--- config.mk ---
export PLATFORM = sky130hd
export DESIGN_NAME = fifo_ctrl_flat
export DESIGN_NICKNAME = d
export VERILOG_FILES = /design/src/rtl/fifo_ctrl_if.sv /design/src/rtl/fifo_ctrl.sv /design/src/flat_wrapper.sv
export SDC_FILE = /design/constraint.sdc
export NUM_CORES = 1
export LEC_CHECK = 0
export ABC_AREA = 1
export ABC_CLOCK_PERIOD_IN_PS = 2430
export CAP_MARGIN = 15
export CORE_MARGIN = 2
export CORE_UTILIZATION = 45
export CTS_CLUSTER_SIZE = 24
export DETAILED_ROUTE_END_ITERATION = 12
export GPL_ROUTABILITY_DRIVEN = 0
export PLACE_DENSITY = 0.76
export SLEW_MARGIN = 20
export SYNTH_ARGS = -nofsm -noshare
export SYNTH_HDL_FRONTEND = slang
export SYNTH_SLANG_ARGS = --single-unit
--- constraint.sdc ---
create_clock -name clk -period 2.43 [get_ports clk]
set_input_delay 0.486 -clock clk [delete_from_list [all_inputs] [get_ports clk]]
set_output_delay 0.486 -clock clk [all_outputs]
set_load 0.05 [all_outputs]
--- src/rtl/fifo_ctrl_if.sv ---
// fifo_ctrl_if: request/strobe/status bundle between a FIFO's users and its
// pointer/flag controller.
//   master: drives push/pop, observes strobes, addresses, count and flags.
//   slave : the controller; consumes push/pop, drives everything else.
interface fifo_ctrl_if #(
    parameter int unsigned MAIN_QUEUE_SIZE = 3
);
    logic                       push;
    logic                       pop;
    logic                       write;
    logic                       read;
    logic [MAIN_QUEUE_SIZE-1:0] ptr_write;
    logic [MAIN_QUEUE_SIZE-1:0] ptr_read;
    logic [MAIN_QUEUE_SIZE:0]   count;
    logic                       full;
    logic                       empty;
    logic                       almost_full;
    logic                       almost_empty;
    logic                       overflow;
    logic                       underflow;

    modport master (
        output push, pop,
        input  write, read, ptr_write, ptr_read, count,
        input  full, empty, almost_full, almost_empty, overflow, underflow
    );

    modport slave (
        input  push, pop,
        output write, read, ptr_write, ptr_read, count,
        output full, empty, almost_full, almost_empty, overflow, underflow
    );
endinterface

--- src/rtl/fifo_ctrl.sv ---
// fifo_ctrl: pointer and flag controller for a FIFO storage memory.
// Turns push/pop requests into memory write/read strobes and addresses,
// tracks occupancy and reports full/empty/almost flags and error status.
//
// Ports:
//   clk   - rising-edge clock
//   reset - synchronous, active-high; clears pointers, count and errors
//   bus   - fifo_ctrl_if.slave: push/pop in; write/read (combinational),
//           ptr_write/ptr_read/count/flags/overflow/underflow (registered) out
//
// Build option:
//   FIFO_CTRL_STICKY_ERR_EN - overflow/underflow hold until reset; when
//   undefined each rejected request gives a one-cycle pulse.
module fifo_ctrl #(
    parameter int unsigned MAIN_QUEUE_SIZE = 3,
    parameter int unsigned ALMOST_FULL_TH  = 6,
    parameter int unsigned ALMOST_EMPTY_TH = 2
) (
    input  logic          clk,
    input  logic          reset,
    fifo_ctrl_if.slave    bus
);
    localparam int unsigned PW    = MAIN_QUEUE_SIZE;
    localparam int unsigned CW    = MAIN_QUEUE_SIZE + 1;
    localparam int unsigned DEPTH = 1 << MAIN_QUEUE_SIZE;

    logic [PW-1:0] ptr_write_q;
    logic [PW-1:0] ptr_read_q;
    logic [CW-1:0] count_q;
    logic [CW-1:0] count_nxt;
    logic          full_q;
    logic          empty_q;
    logic          almost_full_q;
    logic          almost_empty_q;
    logic          overflow_q;
    logic          underflow_q;
    logic          overflow_nxt;
    logic          underflow_nxt;
    logic          write_c;
    logic          read_c;
    logic          rej_push;
    logic          rej_pop;

    // Accept logic and next occupancy; a pop frees a slot for a push even when full.
    always_comb begin
        write_c       = 1'b0;
        read_c        = 1'b0;
        count_nxt     = count_q;
        rej_push      = 1'b0;
        rej_pop       = 1'b0;
        overflow_nxt  = 1'b0;
        underflow_nxt = 1'b0;

        if (!reset) begin
            write_c = bus.push & (~full_q | bus.pop);
            read_c  = bus.pop & ~empty_q;
        end

        case ({write_c, read_c})
            2'b10:   count_nxt = count_q + CW'(1);
            2'b01:   count_nxt = count_q - CW'(1);
            default: count_nxt = count_q;
        endcase

        rej_push = bus.push & ~write_c;
        rej_pop  = bus.pop & ~read_c;

`ifdef FIFO_CTRL_STICKY_ERR_EN
        overflow_nxt  = overflow_q | rej_push;
        underflow_nxt = underflow_q | rej_pop;
`else
        overflow_nxt  = rej_push;
        underflow_nxt = rej_pop;
`endif
    end

    // Pointers wrap naturally at 2**MAIN_QUEUE_SIZE; flags follow the next count.
    always_ff @(posedge clk) begin
        if (reset) begin
            ptr_write_q    <= '0;
            ptr_read_q     <= '0;
            count_q        <= '0;
            full_q         <= 1'b0;
            empty_q        <= 1'b1;
            almost_full_q  <= 1'b0;
            almost_empty_q <= 1'b1;
            overflow_q     <= 1'b0;
            underflow_q    <= 1'b0;
        end else begin
            if (write_c) ptr_write_q <= ptr_write_q + PW'(1);
            if (read_c)  ptr_read_q  <= ptr_read_q + PW'(1);
            count_q        <= count_nxt;
            full_q         <= (count_nxt == CW'(DEPTH));
            empty_q        <= (count_nxt == '0);
            almost_full_q  <= (count_nxt >= CW'(ALMOST_FULL_TH));
            almost_empty_q <= (count_nxt <= CW'(ALMOST_EMPTY_TH));
            overflow_q     <= overflow_nxt;
            underflow_q    <= underflow_nxt;
        end
    end

    assign bus.write        = write_c;
    assign bus.read         = read_c;
    assign bus.ptr_write    = ptr_write_q;
    assign bus.ptr_read     = ptr_read_q;
    assign bus.count        = count_q;
    assign bus.full         = full_q;
    assign bus.empty        = empty_q;
    assign bus.almost_full  = almost_full_q;
    assign bus.almost_empty = almost_empty_q;
    assign bus.overflow     = overflow_q;
    assign bus.underflow    = underflow_q;
endmodule

--- src/flat_wrapper.sv ---
// flat-port wrapper written by rule: the top's interface ports become plain ports
module fifo_ctrl_flat 
#(
    parameter int unsigned MAIN_QUEUE_SIZE = 3,
    parameter int unsigned ALMOST_FULL_TH  = 6,
    parameter int unsigned ALMOST_EMPTY_TH = 2
)
  (clk, reset, bus_push, bus_pop, bus_write, bus_read, bus_ptr_write, bus_ptr_read, bus_count, bus_full, bus_empty, bus_almost_full, bus_almost_empty, bus_overflow, bus_underflow);
  fifo_ctrl_if #(.MAIN_QUEUE_SIZE(MAIN_QUEUE_SIZE)) bus_i ();
  input  logic clk;
  input  logic reset;
  input wire logic [$bits(bus_i.push)-1:0] bus_push;
  input wire logic [$bits(bus_i.pop)-1:0] bus_pop;
  output wire logic [$bits(bus_i.write)-1:0] bus_write;
  output wire logic [$bits(bus_i.read)-1:0] bus_read;
  output wire logic [$bits(bus_i.ptr_write)-1:0] bus_ptr_write;
  output wire logic [$bits(bus_i.ptr_read)-1:0] bus_ptr_read;
  output wire logic [$bits(bus_i.count)-1:0] bus_count;
  output wire logic [$bits(bus_i.full)-1:0] bus_full;
  output wire logic [$bits(bus_i.empty)-1:0] bus_empty;
  output wire logic [$bits(bus_i.almost_full)-1:0] bus_almost_full;
  output wire logic [$bits(bus_i.almost_empty)-1:0] bus_almost_empty;
  output wire logic [$bits(bus_i.overflow)-1:0] bus_overflow;
  output wire logic [$bits(bus_i.underflow)-1:0] bus_underflow;
  assign bus_i.push = bus_push;
  assign bus_i.pop = bus_pop;
  assign bus_write = bus_i.write;
  assign bus_read = bus_i.read;
  assign bus_ptr_write = bus_i.ptr_write;
  assign bus_ptr_read = bus_i.ptr_read;
  assign bus_count = bus_i.count;
  assign bus_full = bus_i.full;
  assign bus_empty = bus_i.empty;
  assign bus_almost_full = bus_i.almost_full;
  assign bus_almost_empty = bus_i.almost_empty;
  assign bus_overflow = bus_i.overflow;
  assign bus_underflow = bus_i.underflow;
  fifo_ctrl #(.MAIN_QUEUE_SIZE(MAIN_QUEUE_SIZE), .ALMOST_FULL_TH(ALMOST_FULL_TH), .ALMOST_EMPTY_TH(ALMOST_EMPTY_TH)) u_core (.clk(clk), .reset(reset), .bus(bus_i));
endmodule
==> results of run 1 <==
## cell usage after synthesis
library cell,number,share of area [%]
nand2_1,31,15
nor2_1,7,3.4
a21oi_1,5,3.2
nor2_4,1,1.4
xor2_1,1,1.1
inv_1,11,5.3
xnor2_1,2,2.2
ha_1,5,8.0
nand3_1,7,4.5
o21ai_1,1,0.64
inv_2,8,3.9
nand3_2,3,3.9
nand2_2,1,0.80
dfxtp_1,16,41
nand2_4,1,1.4
o21ai_0,2,1.3
and3_1,1,0.80
nor3_1,2,1.3
nor2_2,1,0.80
## stage by stage
step,hold WS [ns],cells
final,0.473,159
after global routing,0.495,159
after CTS,0.471,158
after detailed placement,0.457,154
after global placement,0.447,154
after floorplan,0.558,106
## cells by family after synthesis
kind of cell	share of synthesized area (%)
fa+ha+maj	8.03
buf+inv	9.15
flops	41.1
xor+xnor	3.37
compound gates	5.14
simple gates	33.2
## layout make-up
class	count	area (sq um)
clock buffer	4	36.3
fill	139	518
inverter	19	71.3
multi-input combinational	71	390
sequential	16	320
tap	17	21.3
timing repair buffer	32	313
## critical path, cell delays in order
cell and delay (ns):
clkdlybuf4s50_1 0.53, nor2_1 0.06, nor2_1 0.13, nand2_1 0.09
ha_1 0.22, nor2_2 0.13, nor2_4 0.05, ha_1 0.17
inv_1 0.05, nand2_1 0.06, inv_1 0.05, nand2_1 0.05
nand3_1 0.10, nand2_1 0.06, nand2_1 0.08, nand2_1 0.07
nand2_2 0.07, inv_2 0.03
## where the power goes
| group | switching, uW | leakage (uW) | total, uW | internal [uW] |
|---|---|---|---|---|
| clock | 90.9 | 0.0000210 | 182 | 91.5 |
| combinational | 279 | 0.000429 | 435 | 156 |
| sequential | 28.3 | 0.000132 | 329 | 301 |
## metal layers
layer	vias up	routed length [microns]
met4	0	45
met1	355	724
met2	17	894
li1	402	-
met3	5	86
met5	-	0
## registers in the layout, indices dropped and copies added, names as in the netlist
register and count:
u_core.bus.almost_empty 1, u_core.bus.almost_full 1, u_core.bus.count 4, u_core.bus.empty 1, u_core.bus.full 1, u_core.bus.overflow 1
u_core.bus.ptr_read 3, u_core.bus.ptr_write 3, u_core.bus.underflow 1
## path summary, 6_finish.rpt
kind / end / slack, ns
hold / removal: u_core.bus.ptr_write[2] / 0.47
setup reg to reg: u_core.bus.empty / 0.53
setup / recovery: u_core.bus.empty / 0.16
hold reg to reg: u_core.bus.ptr_write[2] / 0.47
## repair_timing
item,in CTS,in global routing
setup endpoints to repair,0,1
resized for setup,0,1
hold endpoints to repair,0,0
setup buffers,0,1
==> run metrics, run 1 <==
outcome=finished, final reports clean; CTS Root Cell=clkbuf_4; TritonCTS clock tree=built; Starting Density=46.7%; Final Hold Fails=0; detailed placer's ending HPWL=1.37 mm; sequential-to-total area share from yosys stat=roughly 41%; vias=slightly below 800; post-route cell area=0.00115 sq mm; GR Layer Usage met1=20.9%; H-tree depth=1; Setup crit end kind=flop; area of the mapped netlist=779 sq um; Avg Synthesized Cell Area=7.35 sq um; Nets=152; worst slack, placed=-0.208 ns; Max Freq=approximately 440 MHz; Placeable Area=0.00167 sq mm; commonest non-fill, non-tap cells in the layout=31 x nand2_1, 19 x clkdlybuf4s50_1, 16 x dfxtp_1; final worst slack=0.161 ns; Iteration-0 DRC Markers=7; max_cap viols=0; clock buffer depth=2; Die Height=45.6 microns; hold_buf cts=0; layout cells sized above 1=23.2%; vias in the first global route=approximately 700; total gr overflow=0; FF+latch count, synth=16; largest net degree at the start of global routing=10; crit start category=input port; DRT antenna net count=0; power density over the cells=822 mW/mm^2; Final Setup Violations=0; Worst Path Arrival=between 2 and 2.5 ns; met2 Usage GRT=33.8%; Syn. warnings=0; # diodes=0; Hold Startpoint=u_core.bus.ptr_write[2]; all-layer global routing usage=20.0%; worst slew pin tran=around 0.5 ns; R2R Path Start=u_core.bus.full; Critical Path Source=bus_pop; Hold/Removal Path Class=flop to flop; fin. max-slew vios=0; die width=around 46 microns; GR met3 Demand/Resource=7.54%; PortBufs=21; CTS clk-pin slew, worst paths=0.10 ns; Vias/cell=4.90; GRT busiest layer=met2; Worst Path Max Fanout=3; row count=15; Skew-Pair Late Insertion Delay=0.30 ns; Pre-Repair DR Iteration Count=4; Placed Area=0.00111 sq mm; worst hold path depth=2; LEAKAGE=0.000582 uW; first-pass GRT wire length=between 2 and 3 mm; CTS Buf Count=3; critical path type=input port to flop; initial antenna violation count=0; reg2reg path depth=18; Mapped Nets=~120; CP required=2.65 ns; total power draw=~950 uW; Clock Sinks=16; commonest non-fill, non-tap cell in the layout=nand2_1; Synth-to-Final Area Change=47.8%; period utilisation layout=93.4%; final wirelength=1.75 mm; Slew headroom=around 66%; drt wl/cell=11.0 microns; Max VDD drop=585 uV; drt drc=0; Period minus WS final=around 2.3 ns; Netlist cell types=19; io pins=22; clk_skew=0.00928 ns; TNS Setup=0 ns; die area=0.00208 sq mm; post-layout util=69.0%; Synth Instances=106
No activity file was read; power rests on OpenSTA's default activity.
==> inputs of run 2 (changes only) <==
--- a/config.mk
+++ b/config.mk
@@ -6,8 +6,8 @@
 export NUM_CORES = 1
 export LEC_CHECK = 0
 export ABC_AREA = 1
-export ABC_CLOCK_PERIOD_IN_PS = 2430
-export CAP_MARGIN = 15
+export ABC_CLOCK_PERIOD_IN_PS = 2250
+export CAP_MARGIN = 5
 export CORE_MARGIN = 2
 export CORE_UTILIZATION = 45
 export CTS_CLUSTER_SIZE = 24
==> constraint.sdc (replaced) <==
create_clock -name clk -period 2.25 [get_ports clk]
set_input_delay 0.45 -clock clk [delete_from_list [all_inputs] [get_ports clk]]
set_output_delay 0.45 -clock clk [all_outputs]
set_load 0.05 [all_outputs]
==> run 2 against run 1 <==
Net effect: design area is 3.4% higher; clock power is 7% higher; utilization is 2.3 points higher; critical path depth is 1 higher; global-route usage hardly changed; critical path type unchanged; critical endpoint unchanged; largest cell class unchanged.
==> run metrics, run 2 (same netlist as run 1, synthesis figures left out) <==
outcome=finished, final reports clean; Clock Sinks=16 (unchanged); R2R Path Start=u_core.bus.full; first-pass GRT wire length=3.02 mm (+6.8%); final wirelength=1.80 mm (+2.7%); clk_skew=0.00832 ns (-0.000960 ns); drt wl/cell=11.2 microns (+2.0%); Filler cells=138 (-0.72%); die area=0.00208 sq mm (unchanged); clock buffer depth=2 (unchanged); final worst slack=0.154 ns (-0.00698 ns); power density over the cells=867 mW/mm^2 (+5.5%); max_cap viols=0 (unchanged); fin. max-slew vios=0 (unchanged); largest net degree at the start of global routing=10 (unchanged); CTS Buf Count=3 (unchanged); crit start category=input port; vias=768 (-1.4%); Setup crit end kind=flop; Nets=153 (+0.66%); worst hold path depth=2 (unchanged); Final Hold Fails=0 (unchanged); TritonCTS clock tree=built; H-tree depth=1 (unchanged); Max VDD drop=550 uV (-6.0%); CTS clk-pin slew, worst paths=0.09 ns (about the same); Worst Path Max Fanout=4 (+1); vias in the first global route=755 (+7.7%); Placeable Area=0.00167 sq mm (unchanged); Hold Crit Endpoint=u_core.bus.ptr_write[2]; die width=45.6 microns (unchanged); LEAKAGE=0.000600 uW (+3.1%); commonest non-fill, non-tap cell in the layout=nand2_1; Hold Startpoint=u_core.bus.ptr_write[2]; Max Freq=477 MHz; total power draw=1030 uW (+9.0%); worst r2r dst=u_core.bus.empty; max FFs per register=4 (unchanged); worst hold slack=0.461 ns (-0.0122 ns); R2R Setup Slk=0.39 ns (-0.14 ns); CP required=2.45 ns (-0.20 ns); RSZ-0062 raised after global routing=no; Pre-Repair DR Iteration Count=4 (unchanged); Die Height=45.6 microns (unchanged); Worst Path Arrival=2.29 ns (-0.20 ns); reg2reg path depth=19 (+1); initial antenna violation count=0 (unchanged); # diodes=0 (unchanged); Slew headroom=65.5% (-0.67 points); drt drc=0 (unchanged); Synth-to-Final Area Change=52.8%; period utilisation layout=93.2%; post-layout util=71.3% (+2.3 points); Period minus WS final=2.10 ns; all-layer global routing usage=20.0% (-0.049 points); Skew-Pair Late Insertion Delay=0.29 ns (about the same); row count=15 (unchanged); storage element area=322 sq um (+0.39%); Starting Density=46.7% (unchanged); worst slew pin tran=0.515 ns (+0.00995 ns); multi-input logic area=418 sq um (+7.1%); post-CTS setup buffers=0 (unchanged); total gr overflow=0 (unchanged); Placed Area=0.00112 sq mm (+1.5%); worst slack, placed=-0.330 ns (-0.123 ns); commonest non-fill, non-tap cells in the layout=30 x nand2_1, 18 x clkdlybuf4s50_1, 15 x dfxtp_1; Hold/Removal Path Class=flop to flop; hold_buf cts=0 (unchanged); io pins=22 (unchanged); CTS Root Cell=clkbuf_4; critical path type=input port to flop; Vias/cell=4.80 (-2.0%); post-route cell area=0.00119 sq mm (+3.4%); DRT antenna net count=0 (unchanged); PortBufs=21 (unchanged); Final Setup Violations=0 (unchanged); detailed placer's ending HPWL=1.36 mm (-0.57%); layout cells sized above 1=27.3% (+4.0 points); Iteration-0 DRC Markers=7 (unchanged)
[run 2: cell types whose count changed in the layout (fill, tap and decap cells not counted), sizes merged]
cell	before	now
clkdlybuf4s50	19	18
dlymetal6s2s	0	1
buf	13	14
[run 2: how the worst max path moves through the flow]
stage                         start                to  cells past startpoint
finish                        reset  u_core.bus.empty                     19
global route                  reset  u_core.bus.empty                     19
CTS                         bus_pop  u_core.bus.empty                     18
detailed placement          bus_pop  u_core.bus.empty                     18
global placement            bus_pop  u_core.bus.empty                     18
floorplan           u_core.bus.full  u_core.bus.empty                     19
[run 2: cell type report]
cell class,count,share of cell area [%]
Clock buffer,4,3.05
Sequential cell,16,27.0
Inverter,19,5.99
Multi-Input combinational cell,71,35.1
Timing Repair Buffer,33,27.1
Tap cell,17,1.79
[run 2: worst max-delay path, stage by stage]
cell             delay (ns)
clkdlybuf4s50_1        0.44
inv_2                  0.11
nand3_2                0.08
inv_2                  0.09
ha_4                   0.16
nand2_1                0.06
inv_2                  0.08
nor2_4                 0.04
ha_1                   0.16
inv_1                  0.06
nand2_1                0.07
inv_1                  0.06
nand2_1                0.06
nand3_2                0.08
nand2_1                0.05
nand2_1                0.09
nand2_1                0.07
nand2_2                0.07
inv_2                  0.02
[run 2: power breakdown]
group | switching, uW | internal, uW | leakage [uW]
Sequential | 29.9 | 326 | 0.000131
Combinational | 307 | 174 | 0.000448
Clock | 96.3 | 98.6 | 0.0000210
[run 2: per-layer routing]
layer | vias to the layer above | global-route usage [%] | wire length (microns)
met1 | 350 | 23.9 | 749
met3 | 4 | 2.38 | 58
met5 | - | 0 | 0
met4 | 0 | 8.82 | 24
li1 | 400 | - | -
met2 | 14 | 35.2 | 966
[run 2: through the flow]
stage	setup TNS, ns	instances
2_1_floorplan	0	106
3_3_place_gp	-1.03	156
3_5_place_dp	-1.18	156
4_1_cts	0	160
5_1_grt	0	160
6_report	0	160
[run 2: repair_timing]
action / CTS / global route
pin swaps: 1 / 2
endpoints found under the setup margin: 1 / 3
gates resized for setup: 2 / 6
endpoints found under the hold margin: 0 / 0
==> inputs of run 3 (changes only) <==
--- a/config.mk
+++ b/config.mk
@@ -6,14 +6,14 @@
 export NUM_CORES = 1
 export LEC_CHECK = 0
 export ABC_AREA = 1
-export ABC_CLOCK_PERIOD_IN_PS = 2250
+export ABC_CLOCK_PERIOD_IN_PS = 2550
 export CAP_MARGIN = 5
 export CORE_MARGIN = 2
-export CORE_UTILIZATION = 45
+export CORE_UTILIZATION = 49
 export CTS_CLUSTER_SIZE = 24
 export DETAILED_ROUTE_END_ITERATION = 12
 export GPL_ROUTABILITY_DRIVEN = 0
-export PLACE_DENSITY = 0.76
+export PLACE_DENSITY = 0.82
 export SLEW_MARGIN = 20
 export SYNTH_ARGS = -nofsm -noshare
 export SYNTH_HDL_FRONTEND = slang
==> constraint.sdc (replaced) <==
create_clock -name clk -period 2.55 [get_ports clk]
set_input_delay 0.765 -clock clk [delete_from_list [all_inputs] [get_ports clk]]
set_output_delay 0.765 -clock clk [all_outputs]
set_load 0.05 [all_outputs]
==> run 3 against run 2 <==
Net effect: setup slack worse by 0.014 ns; final cell count is 0.63% higher; hold slack better by 0.010 ns; largest power group unchanged; non-clock buffer count is 2 higher; critical path type is now input port to primary output; via count is 4.3% higher; sequential share of layout area is 0.85 points lower; clock-buffer cell count stayed put; clock skew is 0.0026 ns lower; highest routed layer unchanged; global-route usage is 1.7 points higher; sequential cell count stayed put; critical path depth is 12 lower.
==> run metrics, run 3 (same netlist as run 1, synthesis figures left out) <==
initial antenna violation count=0 (unchanged); commonest non-fill, non-tap cell in the layout=nand2_1; CTS clk-pin slew, worst paths=0.09 ns (about the same); Max VDD drop=441 uV (-20%); placed cell count=156 (unchanged); vias=801 (+4.3%); final wirelength=1.92 mm (+6.8%); CTS Buf Count=3 (unchanged); CP required=1.79 ns (-0.66 ns); DRT antenna net count=0 (unchanged); part of the total power dissipated in combinational logic=47.5% (+0.9 points); Synth-to-Final Area Change=57.1%; # diodes=0 (unchanged); Final Setup Violations=0 (unchanged); max FFs per register=4 (unchanged); hold_buf cts=0 (unchanged); worst r2r dst=u_core.bus.almost_empty; reg2reg path depth=13 (-6); switching share of power=41.7% (-0.29 points); crit start category=input port; Clock Sinks=16 (unchanged); Die Height=43.9 microns (-3.8%); total gr overflow=0 (unchanged); row count=14 (-1); R2R Setup Slk=0.63 ns (+0.24 ns); Vias/cell=4.98 (+3.6%); final cell count without fillers=161 (+0.63%); R2R Path Start=u_core.bus.full; Placed Area=0.00113 sq mm (+0.45%); drt wl/cell=11.9 microns (+6.2%); first-pass GRT wire length=3.15 mm (+4.3%); vias in the first global route=807 (+6.9%); Worst setup endpoint=bus_write; Pint=537 uW (-10%); H-tree depth=1 (unchanged); Final Hold Fails=0 (unchanged); RSZ-0062 raised after global routing=no; period utilisation layout=a little over nine tenths; TNS Setup=0 ns (unchanged); max_cap viols=0 (unchanged); largest net degree at the start of global routing=10 (unchanged); sequential share of power=34.1% (-0.4 points); Setup crit end kind=primary output; TritonCTS clock tree=built; commonest non-fill, non-tap cells in the layout=30 x nand2_1, 16 x clkdlybuf4s50_1, 16 x dfxtp_1; fin. max-slew vios=0 (unchanged); outcome=finished, final reports clean; post-layout util=81.3% (+10 points); detailed placer's ending HPWL=1.44 mm (+6.1%); clock network power share=18.4% (-0.5 points); PortBufs=21 (unchanged); Iteration-0 DRC Markers=13 (+6); all-layer global routing usage=21.7% (+1.7 points); die area=0.00193 sq mm (-7.5%); power density over the cells=752 mW/mm^2 (-13%); Hold/Removal Path Class=flop to flop; Placeable Area=0.00151 sq mm (-9.8%); Critical Path Source=bus_pop; critical path type=input port to primary output; Worst Path Arrival=1.65 ns (-0.64 ns); Worst Path Max Fanout=2 (-2); Pre-Repair DR Iteration Count=4 (unchanged); LEAKAGE=0.000625 uW (+4.1%); Slew headroom=66.5% (+0.94 points); Period minus WS final=2.41 ns; die width=43.9 microns (-3.8%); Nets=155 (+1.3%); io pins=22 (unchanged); Switching Power=385 uW (-11%); Starting Density=51.7% (+5.1 points); clk_skew=0.00572 ns (-0.00260 ns); post-route cell area=0.00122 sq mm (+2.8%); CTS Root Cell=clkbuf_4; worst slew pin tran=0.501 ns (-0.0141 ns); drt drc=0 (unchanged); total power draw=922 uW (-11%); Max Freq=415 MHz; Skew-Pair Late Insertion Delay=0.29 ns (about the same); clock buffer depth=2 (unchanged); layout cells sized above 1=29.7% (+2.4 points)
[run 3: worst max-delay path: stages]
cell and delay (ns):
dlygate4sd2_1 0.24, nor2_1 0.20, nor2_4 0.05, nand2_2 0.10, buf_6 0.11, inv_4 0.03
buf_12 0.13
[run 3: final cells by class]
cell class                      count  area [sq um]
Multi-Input combinational cell     71           428
Inverter                           19          73.8
Tap cell                           16          20.0
Clock buffer                        4          36.3
Timing Repair Buffer               35           347
Sequential cell                    16           320
Fill cell                          94           282
[run 3: stage by stage]
step | setup WS, ns | hold WS, ns
finish | 0.140 | 0.471
global route | 0.0857 | 0.514
CTS | 0.00477 | 0.477
detailed placement | -0.347 | 0.463
global placement | -0.272 | 0.446
floorplan | 0.0409 | 0.669
[run 3: worst min-delay path by stage]
| stage | start | to | slack (ns) | cells after the start |
|---|---|---|---|---|
| after floorplan | u_core.bus.ptr_write[2] | u_core.bus.ptr_write[2] | 0.67 | 2 |
| after global placement | u_core.bus.ptr_write[2] | u_core.bus.ptr_write[2] | 0.45 | 2 |
| after detailed placement | u_core.bus.ptr_write[2] | u_core.bus.ptr_write[2] | 0.46 | 2 |
| after CTS | u_core.bus.ptr_write[2] | u_core.bus.ptr_write[2] | 0.48 | 2 |
| after global routing | u_core.bus.ptr_write[2] | u_core.bus.ptr_write[2] | 0.51 | 2 |
| final | u_core.bus.ptr_write[2] | u_core.bus.ptr_write[2] | 0.47 | 2 |
[run 3: power groups by stage]
stage	clock (uW)	combinational [uW]	sequential, uW
floorplan	0	147	444
CTS	173	424	313
global route	184	471	319
finish	169	438	314
global placement	0	408	318
detailed placement	0	417	320
[run 3: metal layers]
| layer | GRT usage (%) | wire, microns | up-vias |
|---|---|---|---|
| met1 | 24.3 | 813 | 372 |
| met4 | 9.09 | 8 | 0 |
| met5 | 0 | 0 | - |
| met3 | 5.00 | 89 | 2 |
| met2 | 38.8 | 1010 | 23 |
| li1 | - | - | 404 |
[run 3: what timing repair did]
item | 4_1_cts | 5_1_grt
gates cloned | 0 | 0
buffers inserted | 1 | 0
pin swaps | 2 | 3
gates resized for setup | 5 | 11
setup endpoints to repair | 3 | 7
